**config.mk**
```make
export PLATFORM = sky130hd
export DESIGN_NAME = seven_seg_capture
export DESIGN_NICKNAME = d
export VERILOG_FILES = /design/src/rtl/seven_seg_capture_pkg.sv /design/src/rtl/seven_seg_capture_seg7_to_hex.sv /design/src/rtl/seven_seg_capture.sv
export SDC_FILE = /design/constraint.sdc
export NUM_CORES = 1
export LEC_CHECK = 0
export ABC_AREA = 1
export BUFFER_PORTS_ARGS = -buffer_cell sky130_fd_sc_hd__buf_4
export CORE_ASPECT_RATIO = 1.75
export CORE_UTILIZATION = 38
export DETAILED_ROUTE_END_ITERATION = 7
export MAX_ROUTING_LAYER = met4
export PLACE_DENSITY_LB_ADDON = 0.3
export SLEW_MARGIN = 20
export SYNTH_ARGS = -nofsm -noshare
export SYNTH_HDL_FRONTEND = slang
export SYNTH_HIERARCHICAL = 1
export SYNTH_SLANG_ARGS = --single-unit
```
**constraint.sdc**
```tcl
create_clock -name MCLK -period 5.5 [get_ports MCLK]
set_clock_uncertainty 0.15 [all_clocks]
set_input_delay 0.825 -clock MCLK [delete_from_list [all_inputs] [get_ports MCLK]]
set_output_delay 0.825 -clock MCLK [all_outputs]
set_load 0.005 [all_outputs]
```
**src/rtl/seven_seg_capture_pkg.sv**
```systemverilog
// Shared definitions for the 7-segment bus reader: active-low segment patterns ({g..a})
// and FSM state codes. The same patterns are used by the display encoder.
package seven_seg_capture_pkg;

    localparam logic [6:0] SEG_0     = 7'h40;
    localparam logic [6:0] SEG_1     = 7'h79;
    localparam logic [6:0] SEG_2     = 7'h24;
    localparam logic [6:0] SEG_3     = 7'h30;
    localparam logic [6:0] SEG_4     = 7'h19;
    localparam logic [6:0] SEG_5     = 7'h12;
    localparam logic [6:0] SEG_6     = 7'h02;
    localparam logic [6:0] SEG_7     = 7'h78;
    localparam logic [6:0] SEG_8     = 7'h00;
    localparam logic [6:0] SEG_9     = 7'h10;
    localparam logic [6:0] SEG_A     = 7'h08;
    localparam logic [6:0] SEG_B     = 7'h03;
    localparam logic [6:0] SEG_C     = 7'h46;
    localparam logic [6:0] SEG_D     = 7'h21;
    localparam logic [6:0] SEG_E     = 7'h06;
    localparam logic [6:0] SEG_F     = 7'h0E;
    localparam logic [6:0] SEG_BLANK = 7'h7F;

    typedef enum logic [1:0] {
        ST_IDLE   = 2'd0,
        ST_SETTLE = 2'd1,
        ST_HELD   = 2'd2
    } state_t;

endpackage

```
**src/rtl/seven_seg_capture_seg7_to_hex.sv**
```systemverilog
// Combinational decoder from an active-low segment pattern back to a hex nibble.
// hit=1 for one of the 16 hex glyphs, blank=1 for all segments off.
module seven_seg_capture_seg7_to_hex
    import seven_seg_capture_pkg::*;
(
    input  logic [6:0] seg_i,
    output logic       hit_o,
    output logic       blank_o,
    output logic [3:0] nibble_o
);

    // Pattern lookup; anything outside the glyph table is neither hit nor blank
    always_comb begin
        hit_o    = 1'b1;
        blank_o  = 1'b0;
        nibble_o = 4'h0;
        case (seg_i)
            SEG_0:     nibble_o = 4'h0;
            SEG_1:     nibble_o = 4'h1;
            SEG_2:     nibble_o = 4'h2;
            SEG_3:     nibble_o = 4'h3;
            SEG_4:     nibble_o = 4'h4;
            SEG_5:     nibble_o = 4'h5;
            SEG_6:     nibble_o = 4'h6;
            SEG_7:     nibble_o = 4'h7;
            SEG_8:     nibble_o = 4'h8;
            SEG_9:     nibble_o = 4'h9;
            SEG_A:     nibble_o = 4'hA;
            SEG_B:     nibble_o = 4'hB;
            SEG_C:     nibble_o = 4'hC;
            SEG_D:     nibble_o = 4'hD;
            SEG_E:     nibble_o = 4'hE;
            SEG_F:     nibble_o = 4'hF;
            SEG_BLANK: begin
                hit_o   = 1'b0;
                blank_o = 1'b1;
            end
            default:   hit_o = 1'b0;
        endcase
    end

endmodule

```
**src/rtl/seven_seg_capture.sv**
```systemverilog
// Reads back a multiplexed active-low seg/an/dp bus: waits for each anode dwell to settle,
// decodes the digit and assembles complete frames, flagging bad glyphs and anode overlap.
module seven_seg_capture
    import seven_seg_capture_pkg::*;
#(
    parameter int NUM_DIGITS    = 4,
    parameter int SETTLE_CYCLES = 2,
    parameter int ERR_CNT_W     = 8
) (
    input  logic                    MCLK,
    input  logic                    reset,
    input  logic [6:0]              seg,
    input  logic [NUM_DIGITS-1:0]   an,
    input  logic                    dp,
    output logic [4*NUM_DIGITS-1:0] digits,
    output logic [NUM_DIGITS-1:0]   digit_valid,
    output logic [NUM_DIGITS-1:0]   dp_out,
    output logic                    frame_done,
    output logic [4*NUM_DIGITS-1:0] frame_value,
    output logic                    pattern_err,
    output logic                    anode_err,
    output logic [ERR_CNT_W-1:0]    err_count
);

    localparam int              CNT_W      = $clog2(SETTLE_CYCLES + 1);
    localparam logic [CNT_W-1:0] SETTLE_MAX = CNT_W'(SETTLE_CYCLES);

    logic [6:0]              seg_q;
    logic [NUM_DIGITS-1:0]   an_q;
    logic                    dp_q;
    logic [CNT_W-1:0]        stable_q, stable_d;
    state_t                  state_q, state_d;
    logic [4*NUM_DIGITS-1:0] digits_q, digits_d;
    logic [NUM_DIGITS-1:0]   valid_q, valid_d;
    logic [NUM_DIGITS-1:0]   dp_out_q, dp_out_d;
    logic [NUM_DIGITS-1:0]   seen_q, seen_d;
    logic                    frame_done_q, frame_done_d;
    logic [4*NUM_DIGITS-1:0] frame_value_q, frame_value_d;
    logic                    pattern_err_q, pattern_err_d;
    logic                    anode_err_q, anode_err_d;
    logic [ERR_CNT_W-1:0]    err_q, err_d;

    logic       chg_s;
    logic       onehot_in_s;
    logic       multi_in_s;
    logic       multi_q_s;
    logic       capture_s;
    logic       hit_s;
    logic       blank_s;
    logic [3:0] nibble_s;

    seven_seg_capture_seg7_to_hex u_dec (
        .seg_i    (seg_q),
        .hit_o    (hit_s),
        .blank_o  (blank_s),
        .nibble_o (nibble_s)
    );

    // chg_s means seg_q/an_q take a new value on this edge, so the count restarts in step with them
    always_comb begin
        chg_s       = (seg != seg_q) || (an != an_q);
        onehot_in_s = $onehot(~an);
        multi_in_s  = !$onehot0(~an);
        multi_q_s   = !$onehot0(~an_q);
        if (chg_s) begin
            stable_d = {CNT_W{1'b0}};
        end else if (stable_q != SETTLE_MAX) begin
            stable_d = stable_q + CNT_W'(1);
        end else begin
            stable_d = stable_q;
        end
    end

    // Dwell FSM: one capture per settled anode dwell
    always_comb begin
        state_d   = state_q;
        capture_s = 1'b0;
        case (state_q)
            ST_IDLE: begin
                if (onehot_in_s) begin
                    state_d = ST_SETTLE;
                end else begin
                    state_d = ST_IDLE;
                end
            end
            ST_SETTLE: begin
                if (chg_s) begin
                    state_d = onehot_in_s ? ST_SETTLE : ST_IDLE;
                end else if (stable_d == SETTLE_MAX) begin
                    capture_s = 1'b1;
                    state_d   = ST_HELD;
                end else begin
                    state_d = ST_SETTLE;
                end
            end
            ST_HELD: begin
                if (chg_s) begin
                    state_d = onehot_in_s ? ST_SETTLE : ST_IDLE;
                end else begin
                    state_d = ST_HELD;
                end
            end
            default: state_d = ST_IDLE;
        endcase
    end

    // Digit capture, frame assembly and error accounting
    always_comb begin
        digits_d      = digits_q;
        valid_d       = valid_q;
        dp_out_d      = dp_out_q;
        seen_d        = seen_q;
        frame_done_d  = 1'b0;
        frame_value_d = frame_value_q;
        pattern_err_d = capture_s && !hit_s && !blank_s;
        anode_err_d   = multi_in_s && !multi_q_s;
        err_d         = err_q;
        for (int i = 0; i < NUM_DIGITS; i++) begin
            if (capture_s && !an_q[i]) begin
                if (hit_s) begin
                    digits_d[4*i +: 4] = nibble_s;
                    valid_d[i]         = 1'b1;
                    dp_out_d[i]        = ~dp_q;
                    seen_d[i]          = 1'b1;
                end else if (blank_s) begin
                    valid_d[i] = 1'b0;
                    seen_d[i]  = 1'b1;
                end else begin
                    valid_d[i] = 1'b0;
                end
            end else begin
                valid_d[i] = valid_q[i];
            end
        end
        // The completing digit is already merged into digits_d, so the snapshot includes it
        if (capture_s && (&seen_d)) begin
            frame_done_d  = 1'b1;
            frame_value_d = digits_d;
            seen_d        = {NUM_DIGITS{1'b0}};
        end else begin
            frame_done_d  = 1'b0;
        end
        if ((pattern_err_d || anode_err_d) && (err_q != {ERR_CNT_W{1'b1}})) begin
            err_d = err_q + ERR_CNT_W'(1);
        end else begin
            err_d = err_q;
        end
    end

    // State and output registers
    always_ff @(posedge MCLK or posedge reset) begin
        if (reset) begin
            seg_q         <= 7'h7F;
            an_q          <= {NUM_DIGITS{1'b1}};
            dp_q          <= 1'b1;
            stable_q      <= {CNT_W{1'b0}};
            state_q       <= ST_IDLE;
            digits_q      <= {(4*NUM_DIGITS){1'b0}};
            valid_q       <= {NUM_DIGITS{1'b0}};
            dp_out_q      <= {NUM_DIGITS{1'b0}};
            seen_q        <= {NUM_DIGITS{1'b0}};
            frame_done_q  <= 1'b0;
            frame_value_q <= {(4*NUM_DIGITS){1'b0}};
            pattern_err_q <= 1'b0;
            anode_err_q   <= 1'b0;
            err_q         <= {ERR_CNT_W{1'b0}};
        end else begin
            seg_q         <= seg;
            an_q          <= an;
            dp_q          <= dp;
            stable_q      <= stable_d;
            state_q       <= state_d;
            digits_q      <= digits_d;
            valid_q       <= valid_d;
            dp_out_q      <= dp_out_d;
            seen_q        <= seen_d;
            frame_done_q  <= frame_done_d;
            frame_value_q <= frame_value_d;
            pattern_err_q <= pattern_err_d;
            anode_err_q   <= anode_err_d;
            err_q         <= err_d;
        end
    end

    assign digits      = digits_q;
    assign digit_valid = valid_q;
    assign dp_out      = dp_out_q;
    assign frame_done  = frame_done_q;
    assign frame_value = frame_value_q;
    assign pattern_err = pattern_err_q;
    assign anode_err   = anode_err_q;
    assign err_count   = err_q;

endmodule
```
==> results by group, run 1 <==
Setup path
  • CP Capture Type: flip-flop
  • Required time worst endpoint: 5.56 ns
  • CP arrival: 3.12 ns
  • Worst R2R Path Depth: 10
  • CP max FO: 20
  • Critical path launch point type: input port
  • Worst R2R End: seen_q[1]
  • Reg2reg start: seg_q[2]
  • Kind of critical path: input port to flip-flop
  • Reg2Reg Setup Slack: 2.45 ns

Floorplan
  • Core Region: 0.00953 mm²
  • Die width: 77.3 µm
  • IO Count: 65
  • Die Span Y: 134 µm
  • Initial Utilization: 39.6%
  • Row count: 47
  • DIE AREA: 0.0103 mm²

Layout
  • Seq. cell area: 0.00179 mm²
  • Area grow syn2layout: 22.7%
  • Fill count: 968
  • Ant diodes: 0
  • Nets@finish: 551
  • Multi-input gate area: 0.00165 mm²
  • Layout cells sized above 1: 25.8%

Route
  • Drt pass-1 iters: 4
  • Vias: 3028
  • DRC: 0
  • Initial DRC count: 100
  • Post-Route WL: 8260 µm
  • Vias per inst: 4.63
  • Final ANT Viol Nets: 0
  • Wirelength per Cell: 12.6 µm

Hold path
  • WHS Endpoint: dp_out[1]
  • Hold WC Path Type: flip-flop to flip-flop
  • Hold path cells: 2
  • Hold Path Origin: dp_out[1]

STA
  • Final Setup Violations: 0
  • Tmin final: 3.06 ns
  • Max Slew Vio Count: 0
  • Fmax: 326 MHz
  • Setup TNS: 0 ns
  • Final Hold Fails: 0
  • Relative slew slack: 39.1%
  • RSZ-0062 raised after global routing: false
  • Final period util: 55.7%
  • Worst Max-Slew Pin Slew: 0.914 ns

Power
  • Clk pwr share: 42.4%
  • Worst-case vdd ir drop: 150 µV
  • P_int: 0.000949 W
  • Reg power frac: 45.7%
  • Sw Share: 25.2%
  • P_sw: 0.000319 W
  • Power Density: 274 mW/mm²
  • Gate power share: 11.8%
  • Leak pwr: 2.48 nW
  • Total power: 0.00127 W

Synth
  • Syn_nets: 483
  • Synth Area per Inst: 8.21 µm²
  • Synth warn: 6
  • Seq/Total Area, Yosys: 47.5%
  • Yosys reg bits: 71
  • Post-synthesis cell count: 459
  • Distinct cells, synth: 33
  • Mapped cell area: 0.00377 mm²

GRT
  • Vias in the first global route: 3000
  • GRT Total Usage: 17.8%
  • Largest net degree at the start of global routing: 72
  • First-pass GRT wire length: 13900 µm
  • Total grt overflow: 0
  • Antenna violations before repair: 0

Outcome
  • Status: complete, no violations

Clocking
  • CTS resizes: 0
  • Worst-path clk slew: 0.06 ns
  • CTS buffer count: 9
  • Worst-Skew Late Latency: 0.33 ns
  • Hold buffers post-CTS: 0
  • H-tree Lvls: 3
  • Clock root cell: clkbuf_16
  • CTS tree: built
  • TritonCTS sink count: 71
  • Post-CTS Setup Bufs: 0
  • Clock Path Buffers: 2

Job
  • Number of max-cap violations: 0

Place
  • DPL Wire Length: 6300 µm
  • Gpl congestion: 0.789
  • IO Port Bufs: 64
==> routing by layer <==
metal  up-vias  part of all wire, %  global-route usage (%)  routed length (µm)
met5         -                    0                       -                   0
met3         9                  3.1                    2.88                 258
met4         0                  1.6                    7.23                 130
met2        65                   55                    32.3                4530
met1      1405                   40                    18.8                3340
li1       1549                    -                       -                   -
==> critical path, stage by stage <==
cell and delay [ns]:
buf_4 0.12, xnor2_1 0.14, nand3_1 0.12, nor2_2 0.15
nand4_2 0.11, nor2_2 0.63, nand3_1 0.18, nand2_1 0.23
nand3_4 0.27, nor2_2 0.26, a21oi_1 0.08
==> through the flow <==
step	utilization [%]	hold WS, ns	instances	area [µm²]	setup slack (ns)
2_1_floorplan	-	0.322	459	3770	2.75
3_3_place_gp	45.6	0.320	638	4350	2.13
3_5_place_dp	45.6	0.335	638	4350	2.06
4_1_cts	48.6	0.348	654	4630	2.40
5_1_grt	48.6	0.368	654	4630	2.10
6_report	48.6	0.340	654	4630	2.44
==> power groups by stage <==
| stage | Combinational, W | Clock, W | Sequential [W] |
|---|---|---|---|
| 3_3_place_gp | 0.000149 | 0 | 0.000588 |
| 5_1_grt | 0.000172 | 0.000575 | 0.000584 |
| 2_1_floorplan | 0.0000942 | 0 | 0.000585 |
| 4_1_cts | 0.000154 | 0.000554 | 0.000579 |
| 3_5_place_dp | 0.000154 | 0 | 0.000588 |
| 6_report | 0.000150 | 0.000538 | 0.000580 |
==> synthesized netlist by cell type, drive strengths merged <==
master / count / area share, %
o21ai: 9 / 1.2
fa: 2 / 1.1
buf: 7 / 1.6
dfstp: 12 / 8.4
a21oi: 3 / 0.40
clkbuf: 1 / 0.099
a22oi: 1 / 0.20
o21bai: 17 / 4.4
xor2: 1 / 0.23
nand2: 139 / 15
nor2: 62 / 7.7
nand3: 45 / 6.8
nor3b: 2 / 0.40
dfrtp: 59 / 39
or2: 1 / 0.17
nand4: 1 / 0.33
xnor2: 11 / 2.6
and2: 1 / 0.17
ha: 8 / 2.7
inv: 71 / 7.1
nor3: 6 / 0.80
==> layout make-up <==
cell class                      count  area share, %
Clock buffer                       13           5.63
Sequential cell                    71           38.7
Tap cell                          122           3.30
Inverter                           71           5.76
Clock inverter                      3          0.379
Timing Repair Buffer               65           10.5
Multi-Input combinational cell    309           35.7
==> logic make-up (layout without fill, tap and decap cells) <==
group                      count (synthesis)  count (layout)  synth area share (%)
buffers and inverters                     79             152                  8.73
DFF                                       71              71                  47.5
xor gates and xnor gates                  12              12                  2.79
and+or+nand+nor                          257             257                  31.1
adders and majority gates                 10              10                  3.72
AOI/OAI and AO/OA                         30              30                  6.17
==> placed cells by master (no fill, tap or decap), types with 10 or more instances in the layout <==
cell | netlist | final
dfrtp_1 | 59 | 59
o21bai_2 | 10 | 10
inv_2 | 10 | 11
nand3_1 | 40 | 40
nand2_1 | 133 | 133
buf_4 | 2 | 65
inv_1 | 61 | 60
nor2_1 | 50 | 50
dfstp_2 | 12 | 12
xnor2_1 | 11 | 11
==> state kept, by name, indices dropped and copies added, names as in the netlist, 2 cells and up <==
register and count:
dp_out 4, seg_q 7, stable_q 2, state_q 2
err_count 8, digit_valid 4, frame_value 16, seen_q 4
digits 16, an_q 4
==> worst max path at each step <==
| stage | from | to | cells after the start | slack [ns] |
|---|---|---|---|---|
| 2_1_floorplan | reset | anode_err | 1 | 2.75 |
| 3_3_place_gp | seg[1] | seen_q[0] | 11 | 2.13 |
| 3_5_place_dp | seg[1] | seen_q[0] | 11 | 2.06 |
| 4_1_cts | seg_q[3] | seen_q[0] | 11 | 2.40 |
| 5_1_grt | an_q[0] | seen_q[0] | 13 | 2.10 |
| 6_report | seg[1] | seen_q[1] | 11 | 2.44 |
No activity file was read; power rests on OpenSTA's default activity.
==> run 2: changes to the inputs <==
Clock period 5.5 ns to 2.54 ns, I/O delays scaled along.
==> results by group, run 2 (same netlist as run 1, synthesis figures left out) <==
Clocking
  • H-tree Lvls: 3 (unchanged)
  • TritonCTS sink count: 71 (unchanged)
  • Worst-path clk slew: 0.05 ns (about the same)
  • Clock root cell: clkbuf_16
  • Clock Path Buffers: 2 (unchanged)
  • CTS buffer count: 9 (unchanged)
  • Worst-Skew Late Latency: 0.34 ns (about the same)
  • CTS tree: built

Setup path
  • CP arrival: 2.57 ns (-0.55 ns)
  • CP max FO: 8 (-60%)
  • Buf+Inv Stages, Crit Path: 2 (+1)
  • Required time worst endpoint: 2.61 ns (-2.95 ns)
  • CP delay by family, top: simple AND/OR/NAND/NOR gates
  • Worst path depth: 15 (+4)
  • Delay of the slowest cell on the worst path: 0.58 ns (-0.05 ns)
  • Worst R2R Path Depth: 15 (+5)
  • CP max stage cell: dfstp_2
  • Critical path's most frequent cell: nand2_1
  • Critical path launch point type: flip-flop
  • Kind of critical path: flip-flop to flip-flop
  • CP Capture Type: flip-flop
  • Crit-path cells: inv_1, nor2_4, nand2_1, nor2_2, nor2_1, nand2_1, nor2_1, nand2_1, or2_4, nand3_1, nand2_2, nand3_4, clkbuf_16, o21bai_1, nand2_1

Job
  • Number of max-cap violations: 0 (unchanged)

Place
  • Post-detailed-placement cell area: 0.00454 mm² (+4.5%)
  • IO Port Bufs: 64 (unchanged)
  • Gpl congestion: 0.915 (+16%)
  • Placed insts: 660 (+3.4%)
  • DPL Wire Length: 6450 µm (+2.3%)

Power
  • Clk pwr share: 43.1% (+0.7 points)
  • Power Density: 561 mW/mm² (+100%)
  • Reg power frac: 42.7% (-3.0 points)
  • P_int: 0.00220 W (+130%)
  • Sw Share: 25.3% (+0.16 points)
  • Leak pwr: 2.73 nW (+9.9%)
  • Worst-case vdd ir drop: 394 µV (+160%)
  • P_sw: 0.000747 W (+130%)
  • Gate power share: 14.2% (+2.4 points)

Route
  • Vias per inst: 4.75 (+2.6%)
  • Drt pass-1 iters: 4 (unchanged)
  • Initial DRC count: 126 (+26%)
  • Wirelength per Cell: 13.4 µm (+5.9%)
  • Post-Route WL: 9300 µm (+13%)
  • Final ANT Viol Nets: 0 (unchanged)
  • DRC: 0 (unchanged)
  • Vias: 3300 (+9.0%)

GRT
  • GR Layer Usage met2: 33.5% (+1.3 points)
  • Total grt overflow: 0 (unchanged)
  • Top Usage Layer GRT: met2
  • GRT Total Usage: 18.7% (+0.91 points)
  • GRT met1 Usage: 19.1% (+0.37 points)
  • First-pass GRT wire length: 14700 µm (+5.9%)
  • Vias in the first global route: 3229 (+7.6%)
  • Largest net degree at the start of global routing: 72 (unchanged)
  • Antenna violations before repair: 0 (unchanged)
  • Met3 usage: 4.18% (+1.3 points)

Floorplan
  • Die Span Y: 134 µm (unchanged)
  • IO Count: 65 (unchanged)
  • Row count: 47 (unchanged)
  • Die width: 77.3 µm (unchanged)
  • DIE AREA: 0.0103 mm² (unchanged)
  • Initial Utilization: 39.6% (unchanged)
  • Core Region: 0.00953 mm² (unchanged)

STA
  • Setup TNS: 0 ns (unchanged)
  • Relative slew slack: 73.8% (+35 points)
  • Tmin final: 2.50 ns
  • Final period util: 98.4%
  • Fmax: 400 MHz
  • Max Slew Vio Count: 0 (unchanged)
  • Hold WS: 0.0120 ns (-0.328 ns)
  • Worst Max-Slew Pin Slew: 0.393 ns (-0.521 ns)
  • RSZ-0062 raised after global routing: true
  • Final Hold Fails: 0 (unchanged)
  • Final Setup Violations: 0 (unchanged)

Layout
  • Final core occ: 55.2% (+6.7 points)
  • Area grow syn2layout: 39.6%
  • Nets@finish: 593 (+7.6%)
  • Fin cells: 695 (+6.3%)
  • Commonest non-fill, non-tap cells in the layout: 123 x nand2_1, 92 x buf_4, 59 x dfrtp_1
  • Layout cells sized above 1: 37.2% (+11 points)
  • Ant diodes: 0 (unchanged)
  • Cell area after layout: 0.00526 mm² (+14%)
  • Most common cell after layout, fill and taps aside: nand2_1

Outcome
  • Status: complete, no violations

Hold path
  • Hold path cells: 1 (-1)
  • Hold WC Path Type: input port to flip-flop
## run 2: changes by cell type in the layout (fill, tap and decap cells not counted), moves of 5 or more
| cell | before | now |
|---|---|---|
| buf_6 | 0 | 6 |
| nand3_1 | 40 | 33 |
| nand3_2 | 4 | 9 |
| buf_4 | 65 | 92 |
| nor2_1 | 50 | 42 |
| nand2_1 | 133 | 123 |
| inv_1 | 60 | 54 |
| nor2_2 | 8 | 15 |
| nand2_2 | 3 | 11 |
## run 2: layout make-up
| class | instances | area, µm² |
|---|---|---|
| fill | 853 | 4270 |
| multi-input combinational | 311 | 1850 |
| sequential | 71 | 1790 |
| timing repair buffer | 105 | 883 |
| inverter | 71 | 284 |
| clock buffer | 12 | 256 |
| tap | 122 | 153 |
| clock inverter | 3 | 42.5 |
## run 2: path summary, 6_finish.rpt
path                                start         endpoint  slack, ns
max                              seg_q[1]  frame_value[13]       0.04
min                                seg[3]         seg_q[3]       0.01
max reg2reg                      seg_q[1]  frame_value[13]       0.04
min reg2reg                digit_valid[1]   digit_valid[1]       0.33
max in group asynchronous           reset             dp_q       1.35
min in group asynchronous           reset   frame_value[9]       0.52
## run 2: per-stage QoR
| step | setup slack, ns | power, W |
|---|---|---|
| after global placement | -0.0988 | 0.00161 |
| final | 0.0412 | 0.00295 |
| after global routing | -0.0992 | 0.00310 |
| after floorplan | 0.0217 | 0.00147 |
| after CTS | 0.00324 | 0.00293 |
| after detailed placement | -0.175 | 0.00163 |
## run 2: per-layer routing
metal,part of all wire [%],wire length (µm)
met5,0,0
met4,2.6,242
met3,3.1,287
met1,38,3570
met2,56,5200
## run 2: timing repair
| action | in CTS | in global routing |
|---|---|---|
| buffers inserted | 1 | 14 |
| pin swaps | 1 | 23 |
| gates resized for setup | 5 | 61 |
| hold endpoints to repair | 37 | 0 |
| setup endpoints to repair | 14 | 38 |
| hold buffers | 2 | 0 |
| gates cloned | 1 | 2 |
## run 2: power by group through the flow
stage | combinational (W) | clock (W) | sequential [W]
after floorplan | 0.000206 | 0 | 0.00127
after global placement | 0.000338 | 0 | 0.00128
after detailed placement | 0.000352 | 0 | 0.00128
after CTS | 0.000370 | 0.00130 | 0.00126
after global routing | 0.000475 | 0.00136 | 0.00127
final | 0.000419 | 0.00127 | 0.00126
## run 2: worst register-to-register path, stage by stage, from the launching register on
cell and delay [ns]:
dfstp_2 0.58, inv_1 0.08, nor2_4 0.11, nand2_1 0.11, nor2_2 0.14, nor2_1 0.07, nand2_1 0.08, nor2_1 0.05
nand2_1 0.08, or2_4 0.17, nand3_1 0.12, nand2_2 0.13, nand3_4 0.13, clkbuf_16 0.20, o21bai_1 0.12, nand2_1 0.06
